## src/rtl/apb_m_if.sv

```systemverilog
// -----------------------------------------------------------------------------
// apb_m_if
// Bundles the command/response handshake and the APB bus of the apb_m
// requester into one interface.
//
//   command  : cmd_valid, cmd_ready, cmd_write, cmd_addr, cmd_wdata
//   response : rsp_valid, rsp_rdata, rsp_err, rsp_tmo
//   APB      : paddr, psel, penable, pwrite, pwdata, prdata, pready, pslverr
//
// Modports
//   master : view of the apb_m block itself. It receives commands and drives
//            the APB request signals.
//   slave  : view of the environment. It issues commands and plays the APB
//            completer.
// -----------------------------------------------------------------------------
interface apb_m_if #(
   parameter int ADDR_W = 32,
   parameter int DATA_W = 8
);
   // command / response side
   logic              cmd_valid;
   logic              cmd_ready;
   logic              cmd_write;
   logic [ADDR_W-1:0] cmd_addr;
   logic [DATA_W-1:0] cmd_wdata;
   logic              rsp_valid;
   logic [DATA_W-1:0] rsp_rdata;
   logic              rsp_err;
   logic              rsp_tmo;
   // APB side
   logic [ADDR_W-1:0] paddr;
   logic              psel;
   logic              penable;
   logic              pwrite;
   logic [DATA_W-1:0] pwdata;
   logic [DATA_W-1:0] prdata;
   logic              pready;
   logic              pslverr;

   modport master (
      input  cmd_valid, cmd_write, cmd_addr, cmd_wdata,
      input  prdata, pready, pslverr,
      output cmd_ready, rsp_valid, rsp_rdata, rsp_err, rsp_tmo,
      output paddr, psel, penable, pwrite, pwdata
   );

   modport slave (
      output cmd_valid, cmd_write, cmd_addr, cmd_wdata,
      output prdata, pready, pslverr,
      input  cmd_ready, rsp_valid, rsp_rdata, rsp_err, rsp_tmo,
      input  paddr, psel, penable, pwrite, pwdata
   );
endinterface

```

## src/rtl/apb_m.sv

```systemverilog
// -----------------------------------------------------------------------------
// apb_m
// APB requester. It accepts one command at a time on a valid/ready handshake
// and runs it as an APB SETUP + ACCESS transfer. It honours pready wait states
// and returns a one-cycle response pulse carrying the read data and the
// pslverr status.
//
// Ports
//   pclk    : clock, rising edge
//   preset  : asynchronous, active-high reset
//   bus     : apb_m_if.master. This carries the command handshake
//             (cmd_valid/ready/write/addr/wdata), the response
//             (rsp_valid/rdata/err/tmo) and the APB signals
//             (paddr, psel, penable, pwrite, pwdata, prdata, pready, pslverr).
//
// Parameters
//   ADDR_W  : address width
//   DATA_W  : data width
//   TIMEOUT : count of ACCESS cycles with pready low that triggers an abort.
//             Used only when the watchdog is compiled in. Must be >= 1.
//
// Build option
//   APB_M_TIMEOUT_EN : define this macro to compile in the ACCESS watchdog.
//                      Without it, ACCESS waits forever and rsp_tmo is 0.
//
// Every output is a flop. Output next-values are decoded from the next state,
// so psel, penable and cmd_ready line up with the state they describe.
// -----------------------------------------------------------------------------
module apb_m #(
   parameter int ADDR_W  = 32,
   parameter int DATA_W  = 8,
   parameter int TIMEOUT = 16
) (
   input  logic     pclk,
   input  logic     preset,
   apb_m_if.master  bus
);

   typedef enum logic [1:0] {
      IDLE   = 2'd0,
      SETUP  = 2'd1,
      ACCESS = 2'd2
   } state_t;

   // Latched command. It drives paddr/pwrite/pwdata directly and holds its
   // value until the next handshake.
   typedef struct packed {
      logic              write;
      logic [ADDR_W-1:0] addr;
      logic [DATA_W-1:0] wdata;
   } cmd_t;

   // Response payload. It is only meaningful while rsp_valid is high and
   // holds its value otherwise.
   typedef struct packed {
      logic [DATA_W-1:0] rdata;
      logic              err;
   } rsp_t;

   state_t state_q, state_d;
   cmd_t   cmd_q,   cmd_d;
   rsp_t   rsp_q,   rsp_d;
   logic   rsp_vld_q, rsp_vld_d;
   logic   psel_q,    psel_d;
   logic   penable_q, penable_d;
   logic   rdy_q,     rdy_d;

   logic   hs;
   logic   done;
   logic   abort;

   // The handshake uses the registered ready, so no command can be taken in
   // the cycle between reset release and the first clock edge.
   assign hs   = (state_q == IDLE) && bus.cmd_valid && rdy_q;
   assign done = (state_q == ACCESS) && bus.pready;

`ifdef APB_M_TIMEOUT_EN
   localparam int CNT_W = $clog2(TIMEOUT + 1);
   localparam logic [CNT_W-1:0] CNT_LAST = CNT_W'(TIMEOUT - 1);

   logic [CNT_W-1:0] cnt_q, cnt_d;
   logic             tmo_q, tmo_d;

   // The abort fires on the edge where the stall count would reach TIMEOUT.
   // A pready in that same cycle takes priority, so the transfer completes.
   assign abort = (state_q == ACCESS) && !bus.pready && (cnt_q == CNT_LAST);

   always_comb begin
      cnt_d = cnt_q;
      tmo_d = tmo_q;
      if (state_q == SETUP)
         cnt_d = '0;
      else if ((state_q == ACCESS) && !bus.pready)
         cnt_d = cnt_q + 1'b1;
      if (done)
         tmo_d = 1'b0;
      else if (abort)
         tmo_d = 1'b1;
   end

   always_ff @(posedge pclk or posedge preset) begin
      if (preset) begin
         cnt_q <= '0;
         tmo_q <= 1'b0;
      end else begin
         cnt_q <= cnt_d;
         tmo_q <= tmo_d;
      end
   end

   assign bus.rsp_tmo = tmo_q;
`else
   assign abort       = 1'b0;
   assign bus.rsp_tmo = 1'b0;
`endif

   // next state, next command latch, next response
   always_comb begin
      state_d   = state_q;
      cmd_d     = cmd_q;
      rsp_d     = rsp_q;
      rsp_vld_d = 1'b0;
      unique case (state_q)
         IDLE: begin
            if (hs) begin
               cmd_d.write = bus.cmd_write;
               cmd_d.addr  = bus.cmd_addr;
               // pwdata is 0 during reads
               cmd_d.wdata = bus.cmd_write ? bus.cmd_wdata : '0;
               state_d     = SETUP;
            end
         end
         SETUP: state_d = ACCESS;
         ACCESS: begin
            if (done) begin
               rsp_vld_d   = 1'b1;
               rsp_d.err   = bus.pslverr;
               // read data is kept even when pslverr is set
               rsp_d.rdata = cmd_q.write ? '0 : bus.prdata;
               state_d     = IDLE;
            end else if (abort) begin
               rsp_vld_d   = 1'b1;
               rsp_d.err   = 1'b1;
               rsp_d.rdata = '0;
               state_d     = IDLE;
            end
         end
         default: state_d = IDLE;
      endcase
   end

   // Outputs are decoded from the next state, then registered.
   always_comb begin
      psel_d    = (state_d != IDLE);
      penable_d = (state_d == ACCESS);
      rdy_d     = (state_d == IDLE);
   end

   always_ff @(posedge pclk or posedge preset) begin
      if (preset) begin
         state_q   <= IDLE;
         cmd_q     <= '0;
         rsp_q     <= '0;
         rsp_vld_q <= 1'b0;
         psel_q    <= 1'b0;
         penable_q <= 1'b0;
         rdy_q     <= 1'b0;
      end else begin
         state_q   <= state_d;
         cmd_q     <= cmd_d;
         rsp_q     <= rsp_d;
         rsp_vld_q <= rsp_vld_d;
         psel_q    <= psel_d;
         penable_q <= penable_d;
         rdy_q     <= rdy_d;
      end
   end

   assign bus.cmd_ready = rdy_q;
   assign bus.rsp_valid = rsp_vld_q;
   assign bus.rsp_rdata = rsp_q.rdata;
   assign bus.rsp_err   = rsp_q.err;
   assign bus.paddr     = cmd_q.addr;
   assign bus.pwrite    = cmd_q.write;
   assign bus.pwdata    = cmd_q.wdata;
   assign bus.psel      = psel_q;
   assign bus.penable   = penable_q;

endmodule

```

## src/flat_wrapper.sv

```systemverilog
// flat-port wrapper written by rule: the top's interface ports become plain ports
module apb_m_flat 
#(
   parameter int ADDR_W  = 32,
   parameter int DATA_W  = 8,
   parameter int TIMEOUT = 16
)
  (pclk, preset, bus_cmd_valid, bus_cmd_write, bus_cmd_addr, bus_cmd_wdata, bus_prdata, bus_pready, bus_pslverr, bus_cmd_ready, bus_rsp_valid, bus_rsp_rdata, bus_rsp_err, bus_rsp_tmo, bus_paddr, bus_psel, bus_penable, bus_pwrite, bus_pwdata);
  apb_m_if #(.ADDR_W(ADDR_W), .DATA_W(DATA_W)) bus_i ();
  input  logic pclk;
  input  logic preset;
  input wire logic [$bits(bus_i.cmd_valid)-1:0] bus_cmd_valid;
  input wire logic [$bits(bus_i.cmd_write)-1:0] bus_cmd_write;
  input wire logic [$bits(bus_i.cmd_addr)-1:0] bus_cmd_addr;
  input wire logic [$bits(bus_i.cmd_wdata)-1:0] bus_cmd_wdata;
  input wire logic [$bits(bus_i.prdata)-1:0] bus_prdata;
  input wire logic [$bits(bus_i.pready)-1:0] bus_pready;
  input wire logic [$bits(bus_i.pslverr)-1:0] bus_pslverr;
  output wire logic [$bits(bus_i.cmd_ready)-1:0] bus_cmd_ready;
  output wire logic [$bits(bus_i.rsp_valid)-1:0] bus_rsp_valid;
  output wire logic [$bits(bus_i.rsp_rdata)-1:0] bus_rsp_rdata;
  output wire logic [$bits(bus_i.rsp_err)-1:0] bus_rsp_err;
  output wire logic [$bits(bus_i.rsp_tmo)-1:0] bus_rsp_tmo;
  output wire logic [$bits(bus_i.paddr)-1:0] bus_paddr;
  output wire logic [$bits(bus_i.psel)-1:0] bus_psel;
  output wire logic [$bits(bus_i.penable)-1:0] bus_penable;
  output wire logic [$bits(bus_i.pwrite)-1:0] bus_pwrite;
  output wire logic [$bits(bus_i.pwdata)-1:0] bus_pwdata;
  assign bus_i.cmd_valid = bus_cmd_valid;
  assign bus_i.cmd_write = bus_cmd_write;
  assign bus_i.cmd_addr = bus_cmd_addr;
  assign bus_i.cmd_wdata = bus_cmd_wdata;
  assign bus_i.prdata = bus_prdata;
  assign bus_i.pready = bus_pready;
  assign bus_i.pslverr = bus_pslverr;
  assign bus_cmd_ready = bus_i.cmd_ready;
  assign bus_rsp_valid = bus_i.rsp_valid;
  assign bus_rsp_rdata = bus_i.rsp_rdata;
  assign bus_rsp_err = bus_i.rsp_err;
  assign bus_rsp_tmo = bus_i.rsp_tmo;
  assign bus_paddr = bus_i.paddr;
  assign bus_psel = bus_i.psel;
  assign bus_penable = bus_i.penable;
  assign bus_pwrite = bus_i.pwrite;
  assign bus_pwdata = bus_i.pwdata;
  apb_m #(.ADDR_W(ADDR_W), .DATA_W(DATA_W), .TIMEOUT(TIMEOUT)) u_core (.pclk(pclk), .preset(preset), .bus(bus_i));
endmodule
```

## config.mk

```make
export PLATFORM = sky130hd
export DESIGN_NAME = apb_m_flat
export DESIGN_NICKNAME = d
export VERILOG_FILES = /design/src/rtl/apb_m_if.sv /design/src/rtl/apb_m.sv /design/src/flat_wrapper.sv
export SDC_FILE = /design/constraint.sdc
export NUM_CORES = 1
export LEC_CHECK = 0
export CAP_MARGIN = 20
export CORE_AREA = 3 3 83 85
export DETAILED_ROUTE_END_ITERATION = 10
export DIE_AREA = 0 0 86 88
export PLACE_DENSITY = 0.71
export SETUP_SLACK_MARGIN = 0.02
export SYNTH_ARGS = -nofsm -noshare
export SYNTH_HDL_FRONTEND = slang
export SYNTH_SLANG_ARGS = --single-unit
export TNS_END_PERCENT = 50
```

## constraint.sdc

```tcl
create_clock -name pclk -period 1.9 [get_ports pclk]
set_clock_uncertainty 0.2 [all_clocks]
set_input_delay 0.38 -clock pclk [delete_from_list [all_inputs] [get_ports pclk]]
set_output_delay 0.38 -clock pclk [all_outputs]
set_load 0.03 [all_outputs]
```

==> out/metrics.cfg <==
[outcome]
status=finished, final reports clean

[critical_path]
slowest_delay_ns=0.47
crit_path_cell_trace=clkdlybuf4s50_1, nor4bb_4, buf_12, mux2_2
critPathTopFamily=buffers and inverters
r2r-end=u_core.bus.paddr[29]$_DFFE_PP0P_
critPathSlowestCell=clkdlybuf4s50_1
r2r_cells=3
r2r_slack_ns=0.16
rr_startpoint=u_core.state_q[0]$_DFF_PP0_
crit_required_ns=1.90
path_class=primary input to register
crit_fanout=30
start_kind=primary input
cp.arrival_ns=1.83
critPathBufInv=2
cp-end-kind=register

[cts]
cts_buffers=5
clkTransAtPathRegs_ns=0.09
clock-sinks=56
clk-insertion-delay-late_ns=0.30
cts_buffer_depth=2
htreeDepth=2
clockRootBuffer=clkbuf_8
cts_tree=done

[final_layout]
layout-drive-gt1-share_pct=11.07
area_growth_pct=56.39
fin_cells=339
diodes=0
fin_nets=315

[power]
power_density_nw_per_um2=1613
ir_worst_vdd_mv=0.7607
leakagePower_nw=1.597
total_power_mw=5.536

[placed_design]
port_buffers=107
hpwl_microns=3484
dpl.cell_count=331
place.gp.congestion=0.7074

[synthesis]
ys_types=17
syn_nets=202
synth_warnings=0
netlist_area_sq_um=2195
avgSynthCellArea_sq_um=14.83
ys_seq_elements=56
yosysSeqAreaShare_pct=63.85
synthCells=148

[sta]
finalSetupViolations=0
final_hold_viol_count=0
rsz0062_at_grt=true
fin_crit_sh_pct=96.55
slew_viol_final=0
holdWs_ns=0.2807
fin_crit_ns=1.834
timing.fmax_mhz=545.1

[grt]
grt_usage_pct=13.07
grt_pass1_vias=1639
antenna_found_initial=0
grt_overflow=0
grt_start_max_net_pins=43
grt_pass1_wl_microns=7700

[floorplan]
die_h_microns=88
initial_utilization_pct=34.96
rows=29
dieArea_sq_um=7568
io_pins=109
die_x_microns=86
coreArea_sq_um=6277

[hold_path]
hold_class=primary input to asynchronous set/reset pin

[job]
cap_violations=0

[route]
first_pass_iters=3
postRouteAntennaNets=0
wl_per_cell_microns=13.73
drc=0
drt_iter0_markers=15
vias=1496
avgViaCountPerCell=4.413
wirelength_microns=4656

==> what timing repair did <==
action / CTS / global route
hold buffers: 0 / 0
gates resized for setup: 54 / 1
endpoints found under the setup margin: 54 / 1
buffers inserted: 0 / 0
==> sequential cells by signal (all words and copies together), names as in the netlist <==
register	cells
u_core.bus.rsp_rdata	8
u_core.bus.pwdata	8
u_core.bus.cmd_ready	1
u_core.bus.pwrite	1
u_core.bus.paddr	32
u_core.state_q	2
u_core.bus.rsp_valid	1
u_core.bus.psel	1
u_core.bus.penable	1
u_core.bus.rsp_err	1
==> cells in the mapped netlist (all sizes together) <==
library cell | instances | area [sq um]
inv | 9 | 33.78
nand2 | 10 | 37.54
dfrtp | 56 | 1401
mux2 | 42 | 473.0
nand2b | 1 | 6.260
nand3b | 1 | 7.510
nor2b | 8 | 50.05
and3b | 2 | 17.52
mux2i | 8 | 80.08
nor4bb | 1 | 10.01
conb | 1 | 3.750
buf | 8 | 65.05
or3b | 1 | 8.760
==> worst min-delay path, delay by kind of cell <==
kind,cells,cell delay (ns)
buf+inv,3,0.78
==> final cells by class <==
cell class | instances | area (sq um)
tap | 77 | 96.34
clock buffer | 8 | 90.09
multi-input combinational | 75 | 709.4
sequential | 56 | 1401
fill | 575 | 2845
timing repair buffer | 114 | 1097
inverter | 9 | 37.54
==> metrics by stage <==
| stage | util, % | setup slack [ns] | cell area (sq um) | TNS, ns |
|---|---|---|---|---|
| finish | 54.67 | 0.06560 | 3432 | 0 |
| detailed placement | 54.26 | -0.2640 | 3406 | -9.575 |
| CTS | 54.61 | 0.07241 | 3428 | 0 |
| global route | 54.67 | 0.01697 | 3432 | 0 |
| global placement | 54.26 | -0.2162 | 3406 | -7.831 |
| floorplan | - | 0.2080 | 2198 | 0 |
==> power by group <==
| part | internal (mW) | total (mW) | switching, mW |
|---|---|---|---|
| Combinational | 1.15 | 2.88 | 1.73 |
| Clock | 0.298 | 0.657 | 0.359 |
| Sequential | 1.75 | 2.00 | 0.250 |
| Total | 3.19 | 5.54 | 2.34 |
==> per-layer routing <==
metal	track usage, %	vias to the layer above	part of all wire, %
met3	4.704	6	8.9
met1	16.19	710	42
li1	-	715	-
met2	21.30	65	48
met5	0	-	0
met4	4.317	0	1.3
==> how the worst max path moves through the flow <==
stage	end	start	cells past startpoint
2_1_floorplan	u_core.bus.paddr[10]$_DFFE_PP0P_	u_core.bus.cmd_ready$_DFF_PP0_	4
3_3_place_gp	u_core.bus.paddr[30]$_DFFE_PP0P_	bus_cmd_valid	4
3_5_place_dp	u_core.bus.paddr[29]$_DFFE_PP0P_	bus_cmd_valid	4
4_1_cts	u_core.bus.paddr[29]$_DFFE_PP0P_	bus_cmd_valid	4
5_1_grt	u_core.bus.paddr[31]$_DFFE_PP0P_	bus_cmd_valid	4
6_report	u_core.bus.paddr[29]$_DFFE_PP0P_	bus_cmd_valid	4
==> cells by family (layout without fill, tap and decap cells) <==
| kind of cell | count (synthesis) | in the layout | synth area share [%] |
|---|---|---|---|
| buf+inv | 17 | 131 | 4.503 |
| flops | 56 | 56 | 63.85 |
| mux | 50 | 50 | 25.20 |
| other cells | 1 | 1 | 0.1709 |
| simple gates | 24 | 24 | 6.272 |
==> placed cells by master (no fill, tap or decap) <==
cell | synthesis | layout
dfrtp_1 | 56 | 56
dlygate4sd2_1 | 0 | 54
clkdlybuf4s50_1 | 0 | 53
mux2_1 | 29 | 29
mux2_2 | 13 | 13
nand2_1 | 10 | 10
inv_1 | 9 | 8
mux2i_1 | 8 | 8
nor2b_1 | 8 | 8
clkbuf_8 | 0 | 6
buf_12 | 0 | 3
buf_4 | 3 | 3
and3b_1 | 2 | 2
clkbuf_1 | 0 | 2
nor4bb_4 | 0 | 1
or3b_2 | 1 | 1
nand2b_1 | 1 | 1
nand3b_1 | 1 | 1
clkinvlp_4 | 0 | 1
conb_1 | 1 | 1
buf_6 | 3 | 1
Power figures use the tool's default switching activity.
